===== config.mk =====
export PLATFORM = sky130hd
export DESIGN_NAME = dmem_arbiter
export DESIGN_NICKNAME = d
export VERILOG_FILES = /design/src/rtl/dmem_arb_pkg.sv /design/src/rtl/dbg_burst_ctr.sv /design/src/rtl/dmem_arbiter.sv
export SDC_FILE = /design/constraint.sdc
export NUM_CORES = 1
export LEC_CHECK = 0
export CAP_MARGIN = 10
export CORE_UTILIZATION = 33
export DETAILED_ROUTE_END_ITERATION = 7
export GPL_TIMING_DRIVEN = 0
export PLACE_DENSITY = 0.84
export SKIP_LAST_GASP = 1
export SLEW_MARGIN = 20
export SYNTH_ARGS = -nofsm -noshare
export SYNTH_HDL_FRONTEND = slang
export SYNTH_SLANG_ARGS = --single-unit

===== constraint.sdc =====
create_clock -name clk -period 1.93 [get_ports clk]
set_input_delay 0.193 -clock clk [delete_from_list [all_inputs] [get_ports clk]]
set_output_delay 0.193 -clock clk [all_outputs]
set_load 0.02 [all_outputs]

===== src/rtl/dmem_arb_pkg.sv =====
// Shared types and default sizes for the data-memory arbiter.
package dmem_arb_pkg;

    localparam int ADDR_W_DEF       = 8;
    localparam int DATA_W_DEF       = 32;
    localparam int LEN_W_DEF        = 4;
    localparam int STARVE_LIMIT_DEF = 4;

    typedef enum logic [1:0] {
        S_CPU = 2'd0,
        S_DBG = 2'd1,
        S_GAP = 2'd2
    } arb_state_e;

endpackage


===== src/rtl/dbg_burst_ctr.sv =====
// Debug burst bookkeeping: current beat address, beats remaining and direction.
module dbg_burst_ctr #(
    parameter int ADDR_W = 8,
    parameter int LEN_W  = 4
) (
    input  logic              clk,
    input  logic              reset,
    input  logic              load_i,
    input  logic              step_i,
    input  logic [ADDR_W-1:0] addr_i,
    input  logic              we_i,
    input  logic [LEN_W-1:0]  len_i,
    output logic [ADDR_W-1:0] addr_o,
    output logic              we_o,
    output logic              last_o
);

    logic [ADDR_W-1:0] addr_q;
    logic [LEN_W-1:0]  beats_left_q;
    logic              we_q;

    // Latch burst parameters at grant; advance one beat per step (address wraps naturally).
    always_ff @(posedge clk or negedge reset) begin
        if (!reset) begin
            addr_q       <= '0;
            beats_left_q <= '0;
            we_q         <= 1'b0;
        end else if (load_i) begin
            addr_q       <= addr_i;
            beats_left_q <= len_i;
            we_q         <= we_i;
        end else if (step_i) begin
            addr_q <= addr_q + 1'b1;
            if (beats_left_q != '0) begin
                beats_left_q <= beats_left_q - 1'b1;
            end
        end
    end

    assign addr_o = addr_q;
    assign we_o   = we_q;
    assign last_o = (beats_left_q == '0);

endmodule


===== src/rtl/dmem_arbiter.sv =====
// Single-port data memory arbiter: CPU MEM stage has priority, debug bursts
// are granted when the CPU is idle or after the starvation limit.
//
//   state | meaning
//   S_CPU | CPU owns memory; debug request may be granted
//   S_DBG | debug burst beat each cycle; CPU stalled if it wants memory
//   S_GAP | one guaranteed CPU cycle after a burst; no grant allowed
module dmem_arbiter
    import dmem_arb_pkg::*;
#(
    parameter int ADDR_W       = ADDR_W_DEF,
    parameter int DATA_W       = DATA_W_DEF,
    parameter int STARVE_LIMIT = STARVE_LIMIT_DEF,
    parameter int LEN_W        = LEN_W_DEF
) (
    input  logic              clk,
    input  logic              reset,
    input  logic              cpu_memread,
    input  logic              cpu_memwrite,
    input  logic [ADDR_W-1:0] cpu_addr,
    input  logic [DATA_W-1:0] cpu_wdata,
    output logic [DATA_W-1:0] cpu_rdata,
    output logic              cpu_stall,
    input  logic              dbg_req,
    input  logic              dbg_we,
    input  logic [ADDR_W-1:0] dbg_addr,
    input  logic [LEN_W-1:0]  dbg_len,
    input  logic [DATA_W-1:0] dbg_wdata,
    output logic              dbg_gnt,
    output logic              dbg_beat,
    output logic              dbg_done,
    output logic [DATA_W-1:0] dbg_rdata,
    output logic              dbg_rvalid,
    output logic              mem_re,
    output logic              mem_we,
    output logic [ADDR_W-1:0] mem_addr,
    output logic [DATA_W-1:0] mem_wdata,
    input  logic [DATA_W-1:0] mem_rdata
);

    localparam int CNT_W = (STARVE_LIMIT > 1) ? $clog2(STARVE_LIMIT) : 1;
    localparam logic [CNT_W-1:0] STARVE_MAX = CNT_W'(STARVE_LIMIT - 1);

    arb_state_e        state_q, state_d;
    logic [CNT_W-1:0]  starve_q, starve_d;
    logic              gnt_q;
    logic              rvalid_q;
    logic [DATA_W-1:0] rdata_q;

    logic              cpu_acc;
    logic              grant;
    logic              step;
    logic              mem_re_raw;
    logic              mem_we_raw;
    logic [ADDR_W-1:0] burst_addr;
    logic              burst_we;
    logic              burst_last;

    assign cpu_acc = cpu_memread | cpu_memwrite;

    dbg_burst_ctr #(
        .ADDR_W (ADDR_W),
        .LEN_W  (LEN_W)
    ) u_burst (
        .clk    (clk),
        .reset  (reset),
        .load_i (grant),
        .step_i (step),
        .addr_i (dbg_addr),
        .we_i   (dbg_we),
        .len_i  (dbg_len),
        .addr_o (burst_addr),
        .we_o   (burst_we),
        .last_o (burst_last)
    );

    // Next state, starvation count and the memory/CPU/debug output mux.
    always_comb begin
        state_d    = state_q;
        starve_d   = '0;
        grant      = 1'b0;
        step       = 1'b0;
        mem_re_raw = cpu_memread & ~cpu_memwrite;
        mem_we_raw = cpu_memwrite;
        mem_addr   = cpu_addr;
        mem_wdata  = cpu_wdata;
        cpu_rdata  = mem_rdata;
        cpu_stall  = 1'b0;
        dbg_beat   = 1'b0;
        dbg_done   = 1'b0;
        case (state_q)
            S_CPU: begin
                grant = dbg_req & (~cpu_acc | (starve_q == STARVE_MAX));
                if (grant) begin
                    state_d = S_DBG;
                end else if (dbg_req & cpu_acc) begin
                    starve_d = (starve_q == STARVE_MAX) ? starve_q : starve_q + 1'b1;
                end
            end
            S_DBG: begin
                mem_re_raw = ~burst_we;
                mem_we_raw = burst_we;
                mem_addr   = burst_addr;
                mem_wdata  = dbg_wdata;
                cpu_rdata  = '0;
                cpu_stall  = cpu_acc;
                dbg_beat   = 1'b1;
                step       = 1'b1;
                if (burst_last) begin
                    dbg_done = 1'b1;
                    state_d  = S_GAP;
                end
            end
            S_GAP: begin
                state_d = S_CPU;
            end
            default: begin
                state_d = S_CPU;
            end
        endcase
    end

    // Memory strobes are held off for as long as reset is asserted.
    assign mem_re = mem_re_raw & reset;
    assign mem_we = mem_we_raw & reset;

    // State, starvation counter, grant pulse and registered debug read data.
    always_ff @(posedge clk or negedge reset) begin
        if (!reset) begin
            state_q  <= S_CPU;
            starve_q <= '0;
            gnt_q    <= 1'b0;
            rvalid_q <= 1'b0;
            rdata_q  <= '0;
        end else begin
            state_q  <= state_d;
            starve_q <= starve_d;
            gnt_q    <= grant;
            rvalid_q <= dbg_beat & ~burst_we;
            if (dbg_beat & ~burst_we) begin
                rdata_q <= mem_rdata;
            end
        end
    end

    assign dbg_gnt    = gnt_q;
    assign dbg_rvalid = rvalid_q;
    assign dbg_rdata  = rdata_q;

endmodule


# Word level (Yosys, flattened, before mapping)
# Index checks and enable logic that the tools add are counted.
dict set report op_classes {
  n_reduce_logical 7
  bitwise_logic 11
  addsub 3
  n_eq_ne 5
  n_mux 22
}
# cell n
set op_table {}
lappend op_table {{$mux 32} 2}
lappend op_table {{$mux 8} 3}
lappend op_table {{$mux 2} 6}
lappend op_table {{$mux 4} 3}
lappend op_table {{$add 8x1->8 const B} 1}
lappend op_table {{$mux 1} 7}
lappend op_table {{$and 1x1->1} 6}
lappend op_table {{$logic_not 4->1} 1}
lappend op_table {{$ne 2x2->1 const B} 2}
lappend op_table {{$ne 4x4->1 const B} 1}
lappend op_table {{$pmux 2 s2} 1}
lappend op_table {{$reduce_and 2->1} 2}
lappend op_table {{$reduce_bool 2->1} 2}
lappend op_table {{$reduce_bool 4->1} 1}
lappend op_table {{$sub 4x1->4 const B} 1}
lappend op_table {{$not 1->1} 3}
lappend op_table {{$add 2x1->2 const B} 1}
lappend op_table {{$eq 2x1->1 const B} 1}
lappend op_table {{$eq 2x2->1 const B} 1}
lappend op_table {{$logic_not 2->1} 1}
lappend op_table {{$or 1x1->1} 2}
dict set report totals {
  out_inout_bits 111
  reg_bits 51
  in_bits 122
  word_cells 56
}

# Longest topological paths before layout
# Gate-level depths: netlist (run 1).
dict set report depth {
  depth_word 7
  ltp_mapped 7
  ltp_nobuf 6
}

# Cells and area by module
# Synthesis (run 1) repeated with hierarchy kept, for this count alone.
dict set report unflattened {
  cells_unflattened 332
  hier_area_um2 3059.2
}
# mod n_inst area_per_inst_um2 seq_area_each_um2 cells_each
set by_module_without_submodules {}
lappend by_module_without_submodules {dmem_arbiter 1 2322.2 950.9 256}
lappend by_module_without_submodules {dbg_burst_ctr 1 737.0 325.3 76}

# Worst setup path before layout (run 1)
# Ideal clock, no wire load.
dict set report synth_path {
  path_type {flip-flop to flip-flop}
  from {register u_burst.beats_left_q[0]}
  to {register u_burst.beats_left_q[1]}
  synth_period_minus_slack_ps 1543
  t_arrival_ps 1418
  slack_ps 387
  n_path_buf 0
  setup_time_ps 125
  required_ps 1805
  stages_incl_launch_ff 7
  cell_sequence {dfrtp_1 -> inv_1 -> ha_1 -> or3b_4 -> nand2_4 -> mux2i_1 -> mux2_4}
}
dict set report synth_between {
  elab_chain_len 4
  elab_cells_between_ends 7
  classes_between {add/sub: 1; mux: 3; reduce/logical: 3}
}
# item line_no
set synth_rtl {}
lappend synth_rtl {{start, declared} dbg_burst_ctr.sv:19} ;# logic [LEN_W-1:0] beats_left_q;
lappend synth_rtl {{start signal, assigned} dbg_burst_ctr.sv:30} ;# beats_left_q <= len_i;
lappend synth_rtl {{start signal, assigned} dbg_burst_ctr.sv:35} ;# beats_left_q <= beats_left_q - 1'b1;
lappend synth_rtl {{$sub 4x1->4} dbg_burst_ctr.sv:35}
lappend synth_rtl {{$mux 4} dbg_burst_ctr.sv:34} ;# if (beats_left_q != '0) begin
lappend synth_rtl {{$mux 4} dbg_burst_ctr.sv:32} ;# end else if (step_i) begin
lappend synth_rtl {{$mux 4} dbg_burst_ctr.sv:28} ;# end else if (load_i) begin
# Parallel ways exist; a longest one is shown, timed or not. The select of a mux whose other input is x is not followed.
# A chain may end at the register's enable or synchronous reset.

# Worst setup path after layout (run 1)
dict set report layout_path {
  from {register state_q[1]}
  to {output mem_wdata[25]}
}
dict set report layout_between {
  elab_chain_len 2
}
# item line_no
set layout_rtl {}
lappend layout_rtl {{start, declared} dmem_arbiter.sv:44} ;# arb_state_e state_q, state_d;
lappend layout_rtl {{start signal, assigned} dmem_arbiter.sv:136} ;# state_q <= state_d;
lappend layout_rtl {{$eq 2x1->1} dmem_arbiter.sv:91} ;# case (state_q)
lappend layout_rtl {{$mux 32} dmem_arbiter.sv:91}
lappend layout_rtl {{end, declared} dmem_arbiter.sv:37} ;# output logic [DATA_W-1:0] mem_wdata,
# No other way between the ends.

==> results of run 1 <==
-- layout make-up --
cell class,instances,area [um2]
clock inverters,2,38.8
clock buffers,6,72.6
plain buffers,19,186
fillers,745,3010
flip-flops and latches,51,1280
multi-input cells,255,1490
repair buffers,235,2110
well taps,105,131
inverters,4,20.0
-- layer usage --
| metal | vias up | wire (um) | part of all wire (%) | track usage [%] |
|---|---|---|---|---|
| met2 | 140 | 5450 | 53 | 41.9 |
| met1 | 1466 | 3740 | 36 | 22.3 |
| met4 | 0 | 225 | 2.2 | 7.34 |
| met5 | - | 0 | 0 | 0 |
| li1 | 1545 | - | - | - |
| met3 | 13 | 960 | 9.2 | 5.77 |
-- what timing repair did --
item / 4_1_cts / 5_1_grt
resized for setup: 172 / 78
hold endpoints to repair: 51 / 43
setup endpoints to repair: 77 / 67
buffers inserted: 3 / 0
pin swaps: 1 / 0
-- synth_stat cells (all sizes together) --
library cell	n
nand2	137
dfrtp	51
and2	33
mux2	33
buf	15
nor2	7
o21ai	7
clkbuf	5
nand3	5
inv	4
xor2	4
a31oi	3
ha	3
a221o	2
mux2i	2
nor3b	2
a21boi	1
a21oi	1
a22oi	1
and3	1
and4	1
nand2b	1
nand4	1
nand4b	1
nor4	1
nor4b	1
nor4bb	1
o21a	1
o221a	1
o22ai	1
or3	1
or3b	1
xnor2	1
-- through the flow --
stage	power (mW)	utilization [%]	instance area, um2	setup TNS, ns
global placement	7.71	64.2	5350	-56.86
detailed placement	7.82	64.1	5350	-11.45
CTS	8.39	65.5	5470	-0.0645
global route	8.78	63.9	5330	-0.294
finish	8.24	63.9	5330	0
floorplan	5.04	-	2900	0
-- how the worst min path moves through the flow --
stage                     start            to  slack (ns)  depth (start not counted)
floorplan                 reset       dbg_gnt       -0.10                          0
global placement    starve_q[0]   starve_q[0]        0.43                          1
detailed placement        reset  dbg_rdata[2]        0.28                          1
CTS                       reset  dbg_rdata[2]       -0.06                          1
global route              reset  dbg_rdata[2]       -0.05                          1
finish                    reset  dbg_rdata[1]        -0.1                          1
-- flip-flops by register name, indices dropped and copies added, names as in the netlist --
signal	flops
dbg_gnt	1
dbg_rdata	32
dbg_rvalid	1
starve_q	2
state_q	2
u_burst.addr_o	8
u_burst.beats_left_q	4
u_burst.we_o	1
-- cell families after synthesis --
group / after synthesis / synth area share [%]
and+or+nand+nor: 194 / 30.8
DFF: 51 / 44.0
muxes: 35 / 13.6
buffers and inverters: 24 / 4.58
AOI/OAI and AO/OA: 18 / 4.10
xor gates and xnor gates: 5 / 1.51
adders and majority gates: 3 / 1.30
-- report_power, final --
part,total (mW),leakage (nW),switching [mW],internal (mW)
Clock,0.758,0.0558,0.366,0.392
Sequential,1.92,0.608,0.327,1.59
Combinational,5.57,1.85,3.05,2.52
==> results.ini, run 1 <==
[layout]
layoutNonFillerInstCount=677
syn_to_final_growth_pct=83.8
fin_nets=696
layout_common_cells=clkdlybuf4s50_1, nand2_1, dfrtp_1
drive_gt1_share_pct=15.7
diodes=0
layout_commonest_cell=clkdlybuf4s50_1

[sta]
worst_slew_pin_slew_ns=0.685
hold-worst-slack_ns=-0.0980
drv_slew=0
finalSetupViolations=0
rsz0062_at_grt=true
fin_skew_ns=0.0208
finalWorstSetupSlack_ns=0.0205
hold_viol=51
max_freq_ghz=0.524
fin_crit_sh_pct=98.9
max_slew_margin_pct=54.3
layout_min_cycle_time_ns=1.91

[grt]
grt_pass1_wl_um=15000
antenna_found_initial=0
grt_pass1_vias=3152
grt_use_total_pct=21.7
grt_max_degree=54
grt_overflow=0

[detailed_routing]
drt-initial-drc-count=55
dr.pass1.iters=4
routedWlPerCell_um=15.3
vias=3164
via_per_inst=4.67
antenna_left=0
drt-total-wl_um=10400
drc=0

[min_path]
hold_path.class=input pin to async pin

[power]
power_density_nw_per_um2=1550
power_leakage_nw=2.51
peakVddDrop_mv=0.887

[synth]
synth.avg_cell_area_um2=8.78
synth_area_leader_cell=dfrtp_1
yosysWarnings=0
syn_nets=455
synth_top_area_share_pct=44.0
syn_inst=330
synth_cell_types=40
ys_top_cells_by_area=dfrtp_1, nand2_1, mux2_1
syn_area_um2=2900
ys_seq_area_share_pct=44.0
ys_ff_latch=51

[critical_path]
crit_family=buffers and inverters
critical_path_class=flip-flop to primary output
max_stage_delay_ns=0.39
reg2reg_from=state_q[1]
crit_end=mem_wdata[25]
r2r_slack_ns=0.29
worst_path_max_delay_cell=dfrtp_1
critPathArrivalTime_ns=1.72
crit_top_cell=nand2_1
reg2reg_depth=6
startpoint_type=flip-flop
crit_fanout=11
path_buf_inv=4
path_cells=nand2b_4 -> inv_6 -> buf_8 -> buf_4 -> nand2_1 -> nand2_1 -> clkdlybuf4s15_2
cp.required_ns=1.74
crit_cells=7
reg2reg_to=dbg_rdata[28]
cp-end-kind=primary output
critPathLaunch=state_q[1]

[clocking]
cts.sinks=51
clkLatencyLatePin_ns=0.31
clockRootBuffer=clkbuf_8
cts_buffers=5
h-tree-depth=2
cts_tree=built
cts_buffer_depth=2
clkTransAtPathRegs_ns=0.11

[flow_run]
cap_viol_max_count=0

[floorplan]
die_y_um=95.7
dieArea_um2=9160
fp-row-count=33
die_w_um=95.7
start_util_pct=34.7
pin_count=233
fp.coreArea_um2=8340

[place]
gp_congestion=0.799
dp_cells=667
dp_hpwl_um=8250
portBuffers=232
dp_slack_ns=-0.293

[outcome]
status=finished with violations
violations=hold timing

No activity file was read; power rests on OpenSTA's default activity.
==> inputs of run 2 (changes only) <==
TNS_END_PERCENT = 30   (was unset)
==> results.ini, run 2 (synthesis results as in run 1) <==
[clocking]
clkLatencyLatePin_ns=0.30  ; about the same
clkTransAtPathRegs_ns=0.10  ; about the same
clockRootBuffer=clkbuf_8
cts_tree=built
cts.sinks=51  ; unchanged
cts_buffers=5  ; unchanged
h-tree-depth=2  ; unchanged
cts_buffer_depth=2  ; unchanged

[floorplan]
fp-row-count=33  ; unchanged
fp.coreArea_um2=8340  ; unchanged
pin_count=233  ; unchanged
die_y_um=95.7  ; unchanged
start_util_pct=34.7  ; unchanged
dieArea_um2=9160  ; unchanged
die_w_um=95.7  ; unchanged

[sta]
drv_slew=0  ; unchanged
tns_ns=-0.157  ; -0.157 ns
hold_viol=51  ; unchanged
fin_skew_ns=0.0158  ; -0.00503 ns
rsz0062_at_grt=true
worst_slew_pin_slew_ns=0.680  ; -0.00507 ns
finalWorstSetupSlack_ns=-0.0573  ; -0.0778 ns
max_freq_ghz=0.503  ; -3.9%
layout_min_cycle_time_ns=1.99  ; +0.0778 ns
max_slew_margin_pct=54.7  ; +0.34 points
finalSetupViolations=6  ; +6
hold-worst-slack_ns=-0.0815  ; +0.0164 ns
fin_crit_sh_pct=103  ; +4.0 points

[grt]
grt_pass1_wl_um=15000  ; about the same
grt_max_degree=54  ; unchanged
antenna_found_initial=0  ; unchanged
grt_pass1_vias=3146  ; -0.19%
grt_overflow=0  ; unchanged
grt_use_total_pct=21.7  ; about the same

[layout]
syn_to_final_growth_pct=88.3
ff_latch_area_um2=1280  ; unchanged
diodes=0  ; unchanged
multi_input_area_um2=1490  ; unchanged
final_cell_area_um2=5460  ; +2.4%
drive_gt1_share_pct=12.1  ; -3.7 points
layoutNonFillerInstCount=677  ; unchanged
fin_nets=696  ; unchanged
layout_common_cells=clkdlybuf4s50_1, nand2_1, dfrtp_1
layout_commonest_cell=clkdlybuf4s50_1
largest_reg_flops=32  ; unchanged
final_util_pct=65.4  ; +1.5 points
fill_cells=718  ; -3.6%

[detailed_routing]
drt-initial-drc-count=49  ; -11%
drc=0  ; unchanged
via_per_inst=4.67  ; about the same
antenna_left=0  ; unchanged
vias=3162  ; -0.063%
drt-total-wl_um=10400  ; -0.19%
routedWlPerCell_um=15.3  ; -0.19%
dr.pass1.iters=4  ; unchanged

[outcome]
status=finished with violations
violations=hold timing, setup timing

[power]
power_leakage_nw=2.68  ; +6.8%
power_density_nw_per_um2=1520  ; -1.9%
peakVddDrop_mv=0.893  ; +0.67%
power.total_mw=8.29  ; +0.51%

[critical_path]
cp.required_ns=1.74  ; about the same
crit_fanout=11  ; unchanged
cp-end-kind=primary output
critPathLaunch=state_q[1]
startpoint_type=flip-flop
reg2reg_from=u_burst.beats_left_q[0]
critical_path_class=flip-flop to primary output
critPathArrivalTime_ns=1.79  ; +0.07 ns

[place]
dp_cells=667  ; unchanged
portBuffers=232  ; unchanged
gp_congestion=0.799  ; unchanged
dp_hpwl_um=8250  ; unchanged
dp_slack_ns=-0.293  ; unchanged
place_area_um2=5350  ; unchanged

[flow_run]
cap_viol_max_count=0  ; unchanged

[min_path]
hold_path.class=input pin to async pin

==> run 2: cell types whose count changed in the layout (fill, tap and decap cells not counted), sizes merged <==
cell           before  now
clkdlybuf4s15      19   15
dlygate4sd2        13   32
dlymetal6s2s        0   12
clkdlybuf4s50     154  155
buf                46   26
clkbuf             28   20
==> run 2: power breakdown <==
group	internal [mW]	switching, mW
Sequential	1.59	0.327
Combinational	2.59	3.03
Clock	0.392	0.361
==> run 2: final cells by class <==
cell class,count,area share (%)
buffer,19,2.98
clock buffer,6,1.33
clock inverter,2,0.711
inverter,4,0.321
multi-input combinational,255,27.3
sequential,51,23.4
tap,105,2.41
timing repair buffer,235,41.5
==> run 2: metal layers <==
metal | GRT usage (%) | part of all wire, %
met5 | 0 | 0
met4 | 7.34 | 2.2
met3 | 5.85 | 8.9
met2 | 41.8 | 52
met1 | 22.3 | 37
==> run 2: worst paths after layout <==
check,end,slack (ns),depth (start not counted)
worst max register to register,u_burst.beats_left_q[1],0.29,6
max in group asynchronous,u_burst.addr_o[5],1.55,1
worst min register to register,starve_q[0],0.45,1
worst min-delay path,dbg_rdata[1],-0.08,1
min in group clk,u_burst.we_o,0.43,3
worst max-delay path,dbg_beat,-0.06,4
==> run 2: timing repair <==
| item | CTS | global route |
|---|---|---|
| pin swaps | 1 | 0 |
| setup buffers | 3 | 0 |
| resized for setup | 132 | 36 |
| hold endpoints to repair | 51 | 43 |
| setup endpoints to repair | 77 | 74 |
==> run 2: critical path, cell delays in order, from the launching register on <==
cell and delay [ns]:
dfrtp_1 0.39, nand2b_4 0.16, inv_4 0.12, buf_4 0.19, clkdlybuf4s50_1 0.62
==> inputs of run 3 (changes only) <==
CAP_MARGIN = 20   (was 10)
CORE_MARGIN = 10   (was unset)
==> results.ini, run 3 (synthesis results as in run 1) <==
[layout]
ff_latch_area_um2=1280  ; unchanged
diodes=0  ; unchanged
largest_reg_flops=32  ; unchanged
fin_nets=695  ; -0.14%
drive_gt1_share_pct=11.6  ; -0.50 points
syn_to_final_growth_pct=89.9
layout_common_cells=clkdlybuf4s50_1, nand2_1, dfrtp_1
layoutNonFillerInstCount=679  ; +0.30%
fill_cells=732  ; +1.9%
layout_commonest_cell=clkdlybuf4s50_1
final_util_pct=63.7  ; -1.7 points
multi_input_area_um2=1500  ; +0.67%
final_cell_area_um2=5500  ; +0.89%

[critical_path]
critical_path_class=flip-flop to primary output
cp-end-kind=primary output
worst_path_max_delay_cell=dfrtp_1
path_buf_inv=3  ; unchanged
crit_family=buffers and inverters
crit_fanout=10  ; -1
r2r_slack_ns=0.28  ; about the same
max_stage_delay_ns=0.43  ; -0.19 ns
critPathArrivalTime_ns=1.75  ; -0.04 ns
crit_top_cell=nand2_1
startpoint_type=flip-flop
cp.required_ns=1.74  ; about the same
path_cells=nand2b_4 -> buf_8 -> clkbuf_2 -> nand2_1 -> nand2_1 -> dlygate4sd2_1

[detailed_routing]
drc=0  ; unchanged
drt-initial-drc-count=156  ; +220%
routedWlPerCell_um=18.2  ; +19%
drt-total-wl_um=12400  ; +19%
antenna_left=0  ; unchanged
via_per_inst=4.70  ; +0.62%
vias=3191  ; +0.92%
dr.pass1.iters=4  ; unchanged

[power]
combinationalPowerShare_pct=69.1  ; +1.3 points
clockPowerShare_pct=7.9  ; -1.2 points
power_leakage_nw=2.72  ; +1.4%
power_density_nw_per_um2=1510  ; -0.31%
p_sw_share_pct=45.6  ; +0.75 points
pwr-share-seq_pct=23.0  ; about the same
p_int_mw=4.53  ; -0.78%
peakVddDrop_mv=0.924  ; +3.6%
p_sw_mw=3.80  ; +2.3%

[sta]
fin_skew_ns=0.00648  ; -0.00927 ns
finalSetupViolations=4  ; -2
drv_slew=0  ; unchanged
hold-worst-slack_ns=-0.0763  ; +0.00528 ns
rsz0062_at_grt=true
layout_min_cycle_time_ns=1.95  ; -0.0423 ns
finalWorstSetupSlack_ns=-0.0150  ; +0.0423 ns
hold_viol=51  ; unchanged
max_freq_ghz=0.514  ; +2.2%
max_slew_margin_pct=55.5  ; +0.87 points
worst_slew_pin_slew_ns=0.667  ; -0.0131 ns
fin_crit_sh_pct=101  ; -2.2 points
tns_ns=-0.0410  ; +0.116 ns

[floorplan]
die_w_um=114  ; +19%
fp-row-count=34  ; +3.0%
dieArea_um2=12900  ; +41%
start_util_pct=33.6  ; -1.2 points
pin_count=233  ; unchanged
fp.coreArea_um2=8640  ; +3.5%
die_y_um=114  ; +19%

[grt]
grt_pass1_wl_um=19100  ; +27%
grt_max_degree=54  ; unchanged
grt_use_total_pct=18.3  ; -3.4 points
grt_overflow=0  ; unchanged
antenna_found_initial=1  ; +1
grt_pass1_vias=3564  ; +13%

[place]
dp_hpwl_um=10200  ; +23%
place_area_um2=5350  ; about the same
dp_cells=670  ; +0.45%
portBuffers=232  ; unchanged
gp_congestion=0.829  ; +3.8%

[clocking]
cts.sinks=51  ; unchanged
clkTransAtPathRegs_ns=0.10  ; about the same
cts_buffer_depth=2  ; unchanged
clkLatencyLatePin_ns=0.30  ; about the same
h-tree-depth=2  ; unchanged
cts_buffers=5  ; unchanged
clockRootBuffer=clkbuf_8
cts_tree=built

[outcome]
status=finished with violations
violations=hold timing, setup timing

[flow_run]
cap_viol_max_count=0  ; unchanged

[min_path]
hold_path.class=input pin to async pin

[run 3: final timing paths]
path,startpoint,end,cells after the start
worst min register to register,starve_q[0],starve_q[0],1
worst max register to register,state_q[1],dbg_rdata[9],6
max in group asynchronous,reset,dbg_rdata[30],1
min in group clk,dbg_we,u_burst.we_o,3
worst min-delay path,reset,dbg_rdata[10],1
worst max-delay path,state_q[0],mem_addr[3],6
[run 3: power by group through the flow]
stage / Clock (mW) / Sequential [mW] / Combinational [mW]
2_1_floorplan: 0 / 2.33 / 2.71
3_3_place_gp: 0 / 1.90 / 5.90
3_5_place_dp: 0 / 1.93 / 5.98
4_1_cts: 0.674 / 1.92 / 5.86
5_1_grt: 0.712 / 2.00 / 6.25
6_report: 0.656 / 1.92 / 5.76
[run 3: layout make-up]
type                    instances  area share (%)
well taps                     108            2.46
multi-input cells             255            27.3
clock inverters                 1           0.159
flip-flops and latches         51            23.2
clock buffers                   7            1.57
repair buffers                234            42.0
inverters                       4           0.318
plain buffers                  19            3.05
[run 3: repair_timing]
| action | CTS | global route |
|---|---|---|
| buffers inserted | 2 | 0 |
| resized for setup | 132 | 30 |
| endpoints found under the setup margin | 77 | 73 |
| hold endpoints to repair | 51 | 51 |
| pin swaps | 1 | 0 |
[run 3: metal layers]
layer / up-vias / wire length [um] / track usage (%)
met3: 8 / 1670 / 9.82
met1: 1462 / 4500 / 18.8
met2: 171 / 6060 / 32.1
li1: 1548 / - / -
met4: 2 / 97 / 3.72
met5: - / 20 / 0
[run 3: per-stage QoR]
| stage | total power, mW | hold slack [ns] | worst slack [ns] |
|---|---|---|---|
| after global placement | 7.80 | 0.429 | -1.64 |
| after floorplan | 5.04 | -0.103 | 0.387 |
| after global routing | 8.96 | -0.0260 | -0.133 |
| after CTS | 8.45 | -0.0583 | -0.222 |
| after detailed placement | 7.91 | 0.280 | -0.303 |
| final | 8.33 | -0.0763 | -0.0150 |
